===== config.mk =====
export PLATFORM = sky130hd
export DESIGN_NAME = ts_packet_scheduler
export DESIGN_NICKNAME = d
export VERILOG_FILES = /design/src/rtl/ts_qos_pkg.sv /design/src/rtl/ts_ch_arbiter.sv /design/src/rtl/ts_packet_scheduler.sv
export SDC_FILE = /design/constraint.sdc
export NUM_CORES = 1
export LEC_CHECK = 0
export BUFFER_PORTS_ARGS = -buffer_cell sky130_fd_sc_hd__buf_4
export CORE_MARGIN = 1.5
export CORE_UTILIZATION = 55
export CTS_CLUSTER_SIZE = 40
export DETAILED_ROUTE_END_ITERATION = 8
export PLACE_DENSITY_LB_ADDON = 0.12
export REMOVE_ABC_BUFFERS = 1
export SYNTH_ARGS = -nofsm -noshare
export SYNTH_HDL_FRONTEND = slang
export SYNTH_SLANG_ARGS = --single-unit

===== constraint.sdc =====
create_clock -name rclk -period 3.1 [get_ports rclk]
set_input_delay 0 -clock rclk [delete_from_list [all_inputs] [get_ports rclk]]
set_output_delay 0 -clock rclk [all_outputs]
set_load 0.03 [all_outputs]

===== src/rtl/ts_qos_pkg.sv =====
// ts_qos_pkg: shared constants, register map and state encoding for the TS QoS scheduler.
package ts_qos_pkg;
   localparam int TS_PKT_LEN = 188;
   localparam logic [7:0] SYNC_BYTE = 8'h47;
   localparam logic [7:0] NULL_HDR1 = 8'h1F;
   localparam logic [7:0] NULL_HDR2 = 8'hFF;
   localparam logic [7:0] NULL_HDR3 = 8'h10;
   localparam logic [7:0] NULL_FILL = 8'hFF;
   localparam logic [7:0] ADDR_CTRL = 8'h00;
   localparam logic [7:0] ADDR_CH_EN = 8'h04;
   localparam logic [7:0] ADDR_PKT_CNT0 = 8'h10;
   localparam logic [7:0] ADDR_NULL_CNT = 8'h20;
   localparam int CTRL_EN = 0;
   localparam int CTRL_MODE = 1;
   localparam int CTRL_NULL = 2;
   typedef enum logic [1:0] {ST_IDLE = 2'd0, ST_SEND_CH = 2'd1, ST_SEND_NULL = 2'd2} ts_state_e;
   // Null packet: sync, PID 0x1FFF, payload-only adaptation field, then 0xFF stuffing.
   function automatic logic [7:0] null_byte(input logic [7:0] idx);
      return idx == 8'd0 ? SYNC_BYTE : idx == 8'd1 ? NULL_HDR1 : idx == 8'd2 ? NULL_HDR2 :
             idx == 8'd3 ? NULL_HDR3 : NULL_FILL;
   endfunction
endpackage


===== src/rtl/ts_ch_arbiter.sv =====
// ts_ch_arbiter: combinational 4-way grant, round-robin after i_rr_ptr or strict priority (ch0 highest).
module ts_ch_arbiter (
   input  logic [3:0] i_cand,
   input  logic [1:0] i_rr_ptr,
   input  logic       i_mode,
   output logic       o_grant_valid,
   output logic [1:0] o_grant_idx
);
   // Scan from the far end so the nearest candidate is the last assignment.
   always_comb begin
      o_grant_idx = '0;
      for (int k = 4; k >= 1; k--)
         if (!i_mode && i_cand[2'(int'(i_rr_ptr) + k)]) o_grant_idx = 2'(int'(i_rr_ptr) + k);
      for (int i = 3; i >= 0; i--)
         if (i_mode && i_cand[i]) o_grant_idx = 2'(i);
   end
   assign o_grant_valid = |i_cand;
endmodule


===== src/rtl/ts_packet_scheduler.sv =====
// ts_packet_scheduler: per-packet 4-stream TS mux with RR/strict arbitration, null insertion
// and memory-mapped config/counters.
module ts_packet_scheduler
   import ts_qos_pkg::*;
#(
   parameter int NUM_CH = 4,
   parameter int DATA_WIDTH = 8,
   parameter int CNT_WIDTH = 32
) (
   input  logic                         rclk,
   input  logic                         rst,
   input  logic [NUM_CH-1:0]            pkt_ready,
   output logic [NUM_CH-1:0]            rd_en,
   input  logic [NUM_CH*DATA_WIDTH-1:0] rd_data,
   input  logic                         mm_write_en,
   input  logic                         mm_read_en,
   input  logic [7:0]                   mm_addr,
   input  logic [31:0]                  mm_wdata,
   output logic [31:0]                  mm_rdata,
   output logic                         valid_out,
   output logic                         syn_out,
   output logic [DATA_WIDTH-1:0]        ts_data_out
);
   ts_state_e             r_state;
   logic [7:0]            r_byte_cnt;
   logic [1:0]            r_gnt, r_rr_ptr, r_sel;
   logic [2:0]            r_ctrl;
   logic [NUM_CH-1:0]     r_ch_en, r_rd_en;
   logic                  r_valid, r_syn, r_is_null;
   logic [DATA_WIDTH-1:0] r_null_byte;
   logic [CNT_WIDTH-1:0]  r_pkt_cnt [NUM_CH];
   logic [CNT_WIDTH-1:0]  r_null_cnt;
   logic [31:0]           r_rdata, w_rdata;
   logic [NUM_CH-1:0]     w_cand;
   logic                  w_gv, w_last, w_arb, w_unused;
   logic [1:0]            w_gi;
   logic [DATA_WIDTH-1:0] w_bytes [NUM_CH];

   for (genvar c = 0; c < NUM_CH; c++) begin : g_unpack
      assign w_bytes[c] = rd_data[c*DATA_WIDTH +: DATA_WIDTH];
   end

   assign w_cand = r_ctrl[CTRL_EN] ? pkt_ready & r_ch_en : '0;
   assign w_last = r_byte_cnt == 8'(TS_PKT_LEN - 1);
   assign w_arb = r_state == ST_IDLE || w_last;
   assign w_unused = ^mm_wdata[31:4];

   ts_ch_arbiter u_arb (
      .i_cand       (w_cand),
      .i_rr_ptr     (r_rr_ptr),
      .i_mode       (r_ctrl[CTRL_MODE]),
      .o_grant_valid(w_gv),
      .o_grant_idx  (w_gi)
   );

   always_comb begin
      w_rdata = '0;
      if (mm_addr == ADDR_CTRL) w_rdata = {29'd0, r_ctrl};
      if (mm_addr == ADDR_CH_EN) w_rdata = {28'd0, r_ch_en};
      if (mm_addr == ADDR_NULL_CNT) w_rdata = r_null_cnt;
      for (int i = 0; i < NUM_CH; i++)
         if (mm_addr == ADDR_PKT_CNT0 + 8'(4 * i)) w_rdata = r_pkt_cnt[i];
   end

   always_ff @(posedge rclk) begin
      if (rst) begin
         r_state <= ST_IDLE;
         r_byte_cnt <= '0;
         r_gnt <= '0;
         r_rr_ptr <= 2'd3;
         r_sel <= '0;
         r_ctrl <= 3'b001;
         r_ch_en <= '1;
         r_rd_en <= '0;
         r_valid <= 1'b0;
         r_syn <= 1'b0;
         r_is_null <= 1'b0;
         r_null_byte <= '0;
         r_pkt_cnt <= '{default: '0};
         r_null_cnt <= '0;
         r_rdata <= '0;
      end else begin
         if (w_arb) begin
            r_byte_cnt <= '0;
            r_state <= w_gv ? ST_SEND_CH : (r_ctrl[CTRL_EN] && r_ctrl[CTRL_NULL]) ? ST_SEND_NULL : ST_IDLE;
            r_rd_en <= w_gv ? NUM_CH'(1) << w_gi : '0;
            if (w_gv) r_gnt <= w_gi;
            if (w_gv && !r_ctrl[CTRL_MODE]) r_rr_ptr <= w_gi;
         end else begin
            r_byte_cnt <= r_byte_cnt + 8'd1;
         end
         // Output stage lags the FSM by one cycle to line up with the FIFO read latency.
         r_valid <= r_state != ST_IDLE;
         r_syn <= r_state != ST_IDLE && r_byte_cnt == 8'd0;
         r_is_null <= r_state == ST_SEND_NULL;
         r_sel <= r_gnt;
         r_null_byte <= null_byte(r_byte_cnt);
         if (mm_write_en && mm_addr == ADDR_CTRL) r_ctrl <= mm_wdata[2:0];
         if (mm_write_en && mm_addr == ADDR_CH_EN) r_ch_en <= mm_wdata[NUM_CH-1:0];
         for (int i = 0; i < NUM_CH; i++)
            if (mm_write_en && mm_addr == ADDR_PKT_CNT0 + 8'(4 * i)) r_pkt_cnt[i] <= '0;
            else if (r_syn && !r_is_null && r_sel == 2'(i)) r_pkt_cnt[i] <= r_pkt_cnt[i] + CNT_WIDTH'(1);
         if (mm_write_en && mm_addr == ADDR_NULL_CNT) r_null_cnt <= '0;
         else if (r_syn && r_is_null) r_null_cnt <= r_null_cnt + CNT_WIDTH'(1);
         if (mm_read_en) r_rdata <= w_rdata;
      end
   end

   assign rd_en = r_rd_en;
   assign valid_out = r_valid;
   assign syn_out = r_syn;
   assign mm_rdata = r_rdata;
   assign ts_data_out = r_valid ? (r_is_null ? r_null_byte : w_bytes[r_sel]) : '0;
endmodule

==> results.py, run 1 <==
metrics = {
    "clocking": {
        "cts_setup_buffers": 0,
        "h-tree-depth": 1,
        "cts.sinks": 227,
        "clockBufferDepth": 3,
        "numCtsBuffers": 25,
        "clock_tree.root_cell": "clkbuf_16",
        "cts_tree": "yes",
        "clkTransAtPathRegs_ps": 60,
        "clock_latency_ps": 510,
    },
    "critical_path": {
        "worstSetupPathType": "reg2reg",
        "rrSetupSlack_ps": 480,
        "required_ps": 3550,
        "start_kind": "flop",
        "critPathMaxFanout": 14,
        "cp-end-kind": "flop",
        "cp.arrival_ps": 3060,
    },
    "global_route": {
        "grt_max_degree": 49,
        "grt_pass1_vias": 9750,
        "antenna_found_initial": 0,
        "grt_pass1_wl_um": 49400,
        "overflow": 0,
        "track_usage_pct": 27.8,
    },
    "timing": {
        "maxSlewViolCount": 0,
        "finClkSkew_ps": 8.95,
        "hold_viol": 0,
        "fin_ws_ps": 482,
        "post-route-min-period_ps": 2620,
        "rsz0062_at_grt": "no",
        "maxSlewHeadroom_pct": 36.0,
        "tns_ps": 0,
        "worst_slew_pin_slew_ps": 959,
        "min_period_over_period_pct": 84.4,
        "setup_viol": 0,
        "clock.fmax_mhz": 382,
    },
    "synth": {
        "synth_common_cells": "227 x dfxtp_1, 164 x nor2_1, 135 x nand2_1, 78 x xnor2_1, 67 x nand3_1",
        "async_flop_share_pct": 0,
        "netlist.top_cell.by_area": "dfxtp_1",
        "synth_seq_cells": 227,
        "synth_edf_count": 0,
        "yosysMostFrequentCell": "dfxtp_1",
        "synth_cells": 1351,
        "syn_area_um2": 11500,
        "yosysWarnings": 0,
        "syn_avg_cell_area_um2": 8.48,
        "synth_cell_types": 73,
        "synth_seq_area_share_pct": 39.7,
        "synth_top_flop_cell": "dfxtp_1",
        "yosys.area.top_type_share_pct": 39.7,
        "yosys-top-cells-area": "dfxtp_1 40%, xnor2_1 6.0%, nor2_1 5.4%",
    },
    "floorplan": {
        "rows": 52,
        "die_x_um": 147,
        "io_pins": 126,
        "dieArea_um2": 21700,
        "start_util_pct": 56.3,
        "die_y_um": 147,
        "core-area_um2": 20400,
    },
    "run": {
        "maxCapViolations": 0,
    },
    "power_and_ir_drop": {
        "power_density_nw_per_um2": 493,
        "peakVddDrop_uv": 358,
        "p_leak_nw": 4.77,
    },
    "routing": {
        "dr.pass1.iters": 6,
        "drt-initial-drc-count": 716,
        "vias_per_cell": 6.09,
        "wl_per_cell_um": 17.6,
        "ant_nets": 0,
        "drc": 0,
        "vias": 10500,
        "wl_um": 30300,
    },
    "cells_and_area": {
        "drive_above_1_share_pct": 13.4,
        "nets": 1526,
        "syn_to_final_growth_pct": 17.0,
        "diodes": 0,
        "final_util_pct": 65.8,
    },
    "place": {
        "hpwl_um": 21500,
        "gp_congestion": 0.857,
        "pre_cts_slack_ps": 533,
        "port_buffers": 97,
    },
    "worst_hold_path": {
        "min_path_type": "in2reg",
    },
    "run_status": {
        "outcome": "complete, no violations",
    },
}
## metal layers
layer	up-vias	track usage, %	part of all wire (%)
met3	53	3.66	5.5
met4	0	8.95	2.6
met1	4995	35.8	43
met2	326	48.2	49
met5	-	0	0
li1	5114	-	-
## area by class of cell
cell class                 count  area, um^2
fill                        1725        6960
clock buffer                  39         758
clock inverter                 4        95.1
sequential                   227        4540
tap                          270         338
inverter                      32         120
timing repair buffer         138        1050
multi-input combinational   1013        6490
## cell families after synthesis
logic type	share of synthesized area, %
AND/OR/NAND/NOR	28.0
AO/OA/AOI/OAI	15.0
flip-flops	39.7
XOR/XNOR	8.79
buffers and inverters	3.90
multiplexers	3.67
adder cells (fa/ha/maj)	0.983
## registers in the layout, indices dropped and copies added (netlist names), 3 cells and up
register / cells
r_byte_cnt: 8
r_null_byte: 5
r_pkt_cnt: 128
r_ch_en: 4
r_null_cnt: 32
r_ctrl: 3
rd_en: 4
mm_rdata: 32
## report_power, final
part / switching (mW) / leakage, nW / total [mW] / internal (mW)
Clock: 1.16 / 0.419 / 3.08 / 1.91
Combinational: 0.299 / 2.51 / 0.519 / 0.219
Sequential: 0.0527 / 1.84 / 3.02 / 2.97
Total: 1.52 / 4.77 / 6.61 / 5.10
## cells in the final DEF (no fill, tap or decap), drive strengths merged, types with 5 or more instances in the layout
master / count
a311oi: 16
clkbuf: 39
or4: 29
nand2: 135
mux4: 8
nor2: 165
a21boi: 8
xnor2: 78
o211a: 14
nor4b: 5
a221oi: 15
dlygate4sd3: 7
nor2b: 11
ha: 9
mux2i: 24
or2: 6
a22oi: 6
nand2b: 9
nand3: 68
and2: 7
dfxtp: 227
o21ai: 32
buf: 131
a222oi: 14
nor4: 34
and3: 25
o211ai: 21
xor2: 37
nand4: 37
a22o: 11
or3: 23
and4: 21
inv: 32
a21oi: 49
nor3: 32
o31ai: 16
## metrics by stage
step / total power [mW] / hold slack (ps) / cells / cell area, um^2
2_1_floorplan: 3.35 / 69.1 / 1272 / 11100
3_3_place_gp: 3.58 / 224 / 1673 / 12500
3_5_place_dp: 3.59 / 235 / 1673 / 12500
4_1_cts: 6.64 / 44.9 / 1723 / 13400
5_1_grt: 6.81 / 79.6 / 1723 / 13400
6_report: 6.61 / 60.0 / 1723 / 13400
## repair_timing
action	4_1_cts	5_1_grt
endpoints found under the hold margin	7	0
hold buffers	7	0
resized for setup	0	0
## worst paths after layout
path,depth (start not counted),to,from
max reg2reg,5,r_pkt_cnt[58]$_SDFFE_PP0P_,r_sel[1]$_SDFF_PP0_
max,5,r_pkt_cnt[58]$_SDFFE_PP0P_,r_sel[1]$_SDFF_PP0_
min,4,mm_rdata[2]$_SDFFE_PP0P_,mm_read_en
min reg2reg,2,rd_en[3]$_SDFFE_PP0P_,rd_en[3]$_SDFFE_PP0P_
## critical path: stages (launching register included)
cell and delay (ps):
dfxtp_1 760, nor4bb_2 500, nand3_1 290, or3_1 480, or3_1 370, a21oi_1 150
Power figures use the tool's default switching activity.
==> run 2: changes to the inputs <==
==> constraint.sdc (replaced) <==
create_clock -name rclk -period 2.5 [get_ports rclk]
set_input_delay 0 -clock rclk [delete_from_list [all_inputs] [get_ports rclk]]
set_output_delay 0 -clock rclk [all_outputs]
set_load 0.03 [all_outputs]
==> results.py, run 2 (synthesis gave the netlist of run 1 again) <==
metrics = {
    "clocking": {
        "h-tree-depth": 1,
        "cts.sinks": 227,
        "clockBufferDepth": 3,
        "clkTransAtPathRegs_ps": 60,
        "numCtsBuffers": 24,
        "cts_tree": "yes",
        "clock_latency_ps": 540,
        "clock_tree.root_cell": "clkbuf_16",
    },
    "place": {
        "gp_congestion": 0.892,
        "hpwl_um": 22400,
        "place_inst": 1696,
        "pre_cts_slack_ps": 145,
        "port_buffers": 97,
        "placed_area_um2": 12700,
    },
    "power_and_ir_drop": {
        "clkPwrFrac_pct": 43.4,
        "p_sw_mw": 1.87,
        "p_seq_share_pct": 47.9,
        "power_density_nw_per_um2": 576,
        "sw_frac_of_total_pct": 24.0,
        "p_int_mw": 5.92,
        "combPwrFrac_pct": 8.7,
        "peakVddDrop_uv": 544,
        "p_leak_nw": 4.84,
    },
    "timing": {
        "clock.fmax_mhz": 430,
        "setup_viol": 0,
        "worst_slew_pin_slew_ps": 1080,
        "finClkSkew_ps": 29.5,
        "maxSlewViolCount": 0,
        "rsz0062_at_grt": "no",
        "fin_ws_ps": 175,
        "hold_viol": 0,
        "min_period_over_period_pct": 93.0,
        "post-route-min-period_ps": 2320,
        "maxSlewHeadroom_pct": 28.1,
    },
    "routing": {
        "wl_met3_um": 1550,
        "met2RoutedLength_um": 14400,
        "vias": 10600,
        "top_layer": "met4",
        "drt-initial-drc-count": 763,
        "ant_nets": 0,
        "vias_per_cell": 6.07,
        "dr.pass1.iters": 6,
        "drc": 0,
        "wl_per_cell_um": 17.5,
        "met1_length_um": 13300,
        "wl_um": 30500,
    },
    "critical_path": {
        "cp_top_family": "compound AO/OA/AOI/OAI gates",
        "critPathMaxFanout": 8,
        "r2r_cells": 7,
        "path_cells": "ha_1 -> nand4_1 -> nor4b_1 -> buf_4 -> o211ai_1 -> a2111oi_0 -> o21ai_0",
        "cp_slowest_cell": "a2111oi_0",
        "cp.arrival_ps": 2710,
        "worstSetupPathType": "reg2reg",
        "slowest_delay_ps": 460,
        "rrSetupSlack_ps": 180,
        "r2r_end": "r_rr_ptr[1]$_SDFFE_PP1P_",
        "crit_path_start": "r_byte_cnt[0]$_SDFF_PP0_",
        "r2r_start": "r_byte_cnt[0]$_SDFF_PP0_",
        "start_kind": "flop",
        "path_buf_inv": 1,
        "required_ps": 2890,
        "cp-end-kind": "flop",
    },
    "cells_and_area": {
        "nets": 1551,
        "drive_above_1_share_pct": 14.4,
        "stdcell_area_um2": 13500,
        "syn_to_final_growth_pct": 17.8,
        "fin_cells": 1748,
        "largest-register": "r_pkt_cnt",
        "most-common-layout-cells": "227 x dfxtp_1, 164 x nor2_1, 154 x buf_4, 135 x nand2_1, 78 x xnor2_1",
        "diodes": 0,
        "mostFrequentLayoutCell": "dfxtp_1",
        "fillers": 1716,
        "largest_reg_flops": 128,
    },
    "worst_hold_path": {
        "min-delay-start": "mm_addr[5]",
        "min_to": "r_ctrl[0]$_SDFFE_PP1P_",
        "min_path_cells": 5,
        "min_path_type": "in2reg",
    },
    "run": {
        "maxCapViolations": 0,
    },
    "floorplan": {
        "io_pins": 126,
        "dieArea_um2": 21700,
        "die_x_um": 147,
        "rows": 52,
        "die_y_um": 147,
        "core-area_um2": 20400,
        "start_util_pct": 56.3,
    },
    "global_route": {
        "grt_max_degree": 33,
        "grt_pass1_wl_um": 50400,
        "grt_pass1_vias": 9919,
        "overflow": 0,
        "track_usage_pct": 28.3,
        "antenna_found_initial": 0,
    },
    "run_status": {
        "outcome": "complete, no violations",
    },
}
-- run 2: cell types whose count changed in the layout (fill, tap and decap cells not counted), sizes merged --
| cell | before | now |
|---|---|---|
| dlygate4sd3 | 7 | 10 |
| clkbuf | 39 | 40 |
| bufinv | 3 | 0 |
| buf | 131 | 154 |
| clkinv | 1 | 2 |
-- run 2: how the worst max path moves through the flow --
stage	endpoint	slack, ps	depth (start not counted)
floorplan	r_pkt_cnt[32]$_SDFFE_PP0P_	-580	5
global route	r_rr_ptr[1]$_SDFFE_PP1P_	40	7
detailed placement	r_null_cnt[30]$_SDFFE_PP0P_	140	5
finish	r_rr_ptr[1]$_SDFFE_PP1P_	180	7
global placement	r_null_cnt[30]$_SDFFE_PP0P_	170	5
CTS	r_null_cnt[30]$_SDFFE_PP0P_	150	5
-- run 2: timing repair --
item,4_1_cts,5_1_grt
setup buffers,0,0
hold endpoints to repair,36,0
hold buffers,10,0
gates resized for setup,0,1
setup endpoints to repair,0,1
-- run 2: area by class of cell --
cell class | count | area [um^2] | share of cell area [%]
inverters | 32 | 120 | 0.890
clock buffers | 40 | 721 | 5.34
well taps | 270 | 338 | 2.50
flip-flops and latches | 227 | 4540 | 33.7
multi-input cells | 1013 | 6500 | 48.1
repair buffers | 164 | 1260 | 9.31
clock inverters | 2 | 21.3 | 0.158
-- run 2: metal layers --
metal  global-route usage (%)  up-vias
li1                         -     5182
met1                     36.9     5031
met2                     47.8      310
met3                     3.88       80
met4                     10.6        0
met5                        0        -
-- run 2: metrics by stage --
step	TNS (ps)	util (%)	hold slack, ps	total power, mW
after global placement	0	62.1	228	4.46
after CTS	0	66.3	35.3	7.84
after global routing	0	66.3	77.2	8.04
after detailed placement	0	62.1	225	4.47
after floorplan	-34480	-	69.1	4.16
final	0	66.3	48.3	7.78
-- run 2: power by group through the flow --
stage	sequential [mW]	clock [mW]	combinational [mW]
after floorplan	3.87	0	0.285
after global placement	3.80	0	0.655
after CTS	3.72	3.44	0.675
after global routing	3.73	3.58	0.729
final	3.73	3.38	0.675
after detailed placement	3.80	0	0.662
-- run 2: worst register-to-register path: stages, from the launching register on --
cell	delay, ps
dfxtp_1	400
ha_1	260
nand4_1	140
nor4b_1	300
buf_4	180
o211ai_1	310
a2111oi_0	460
o21ai_0	140
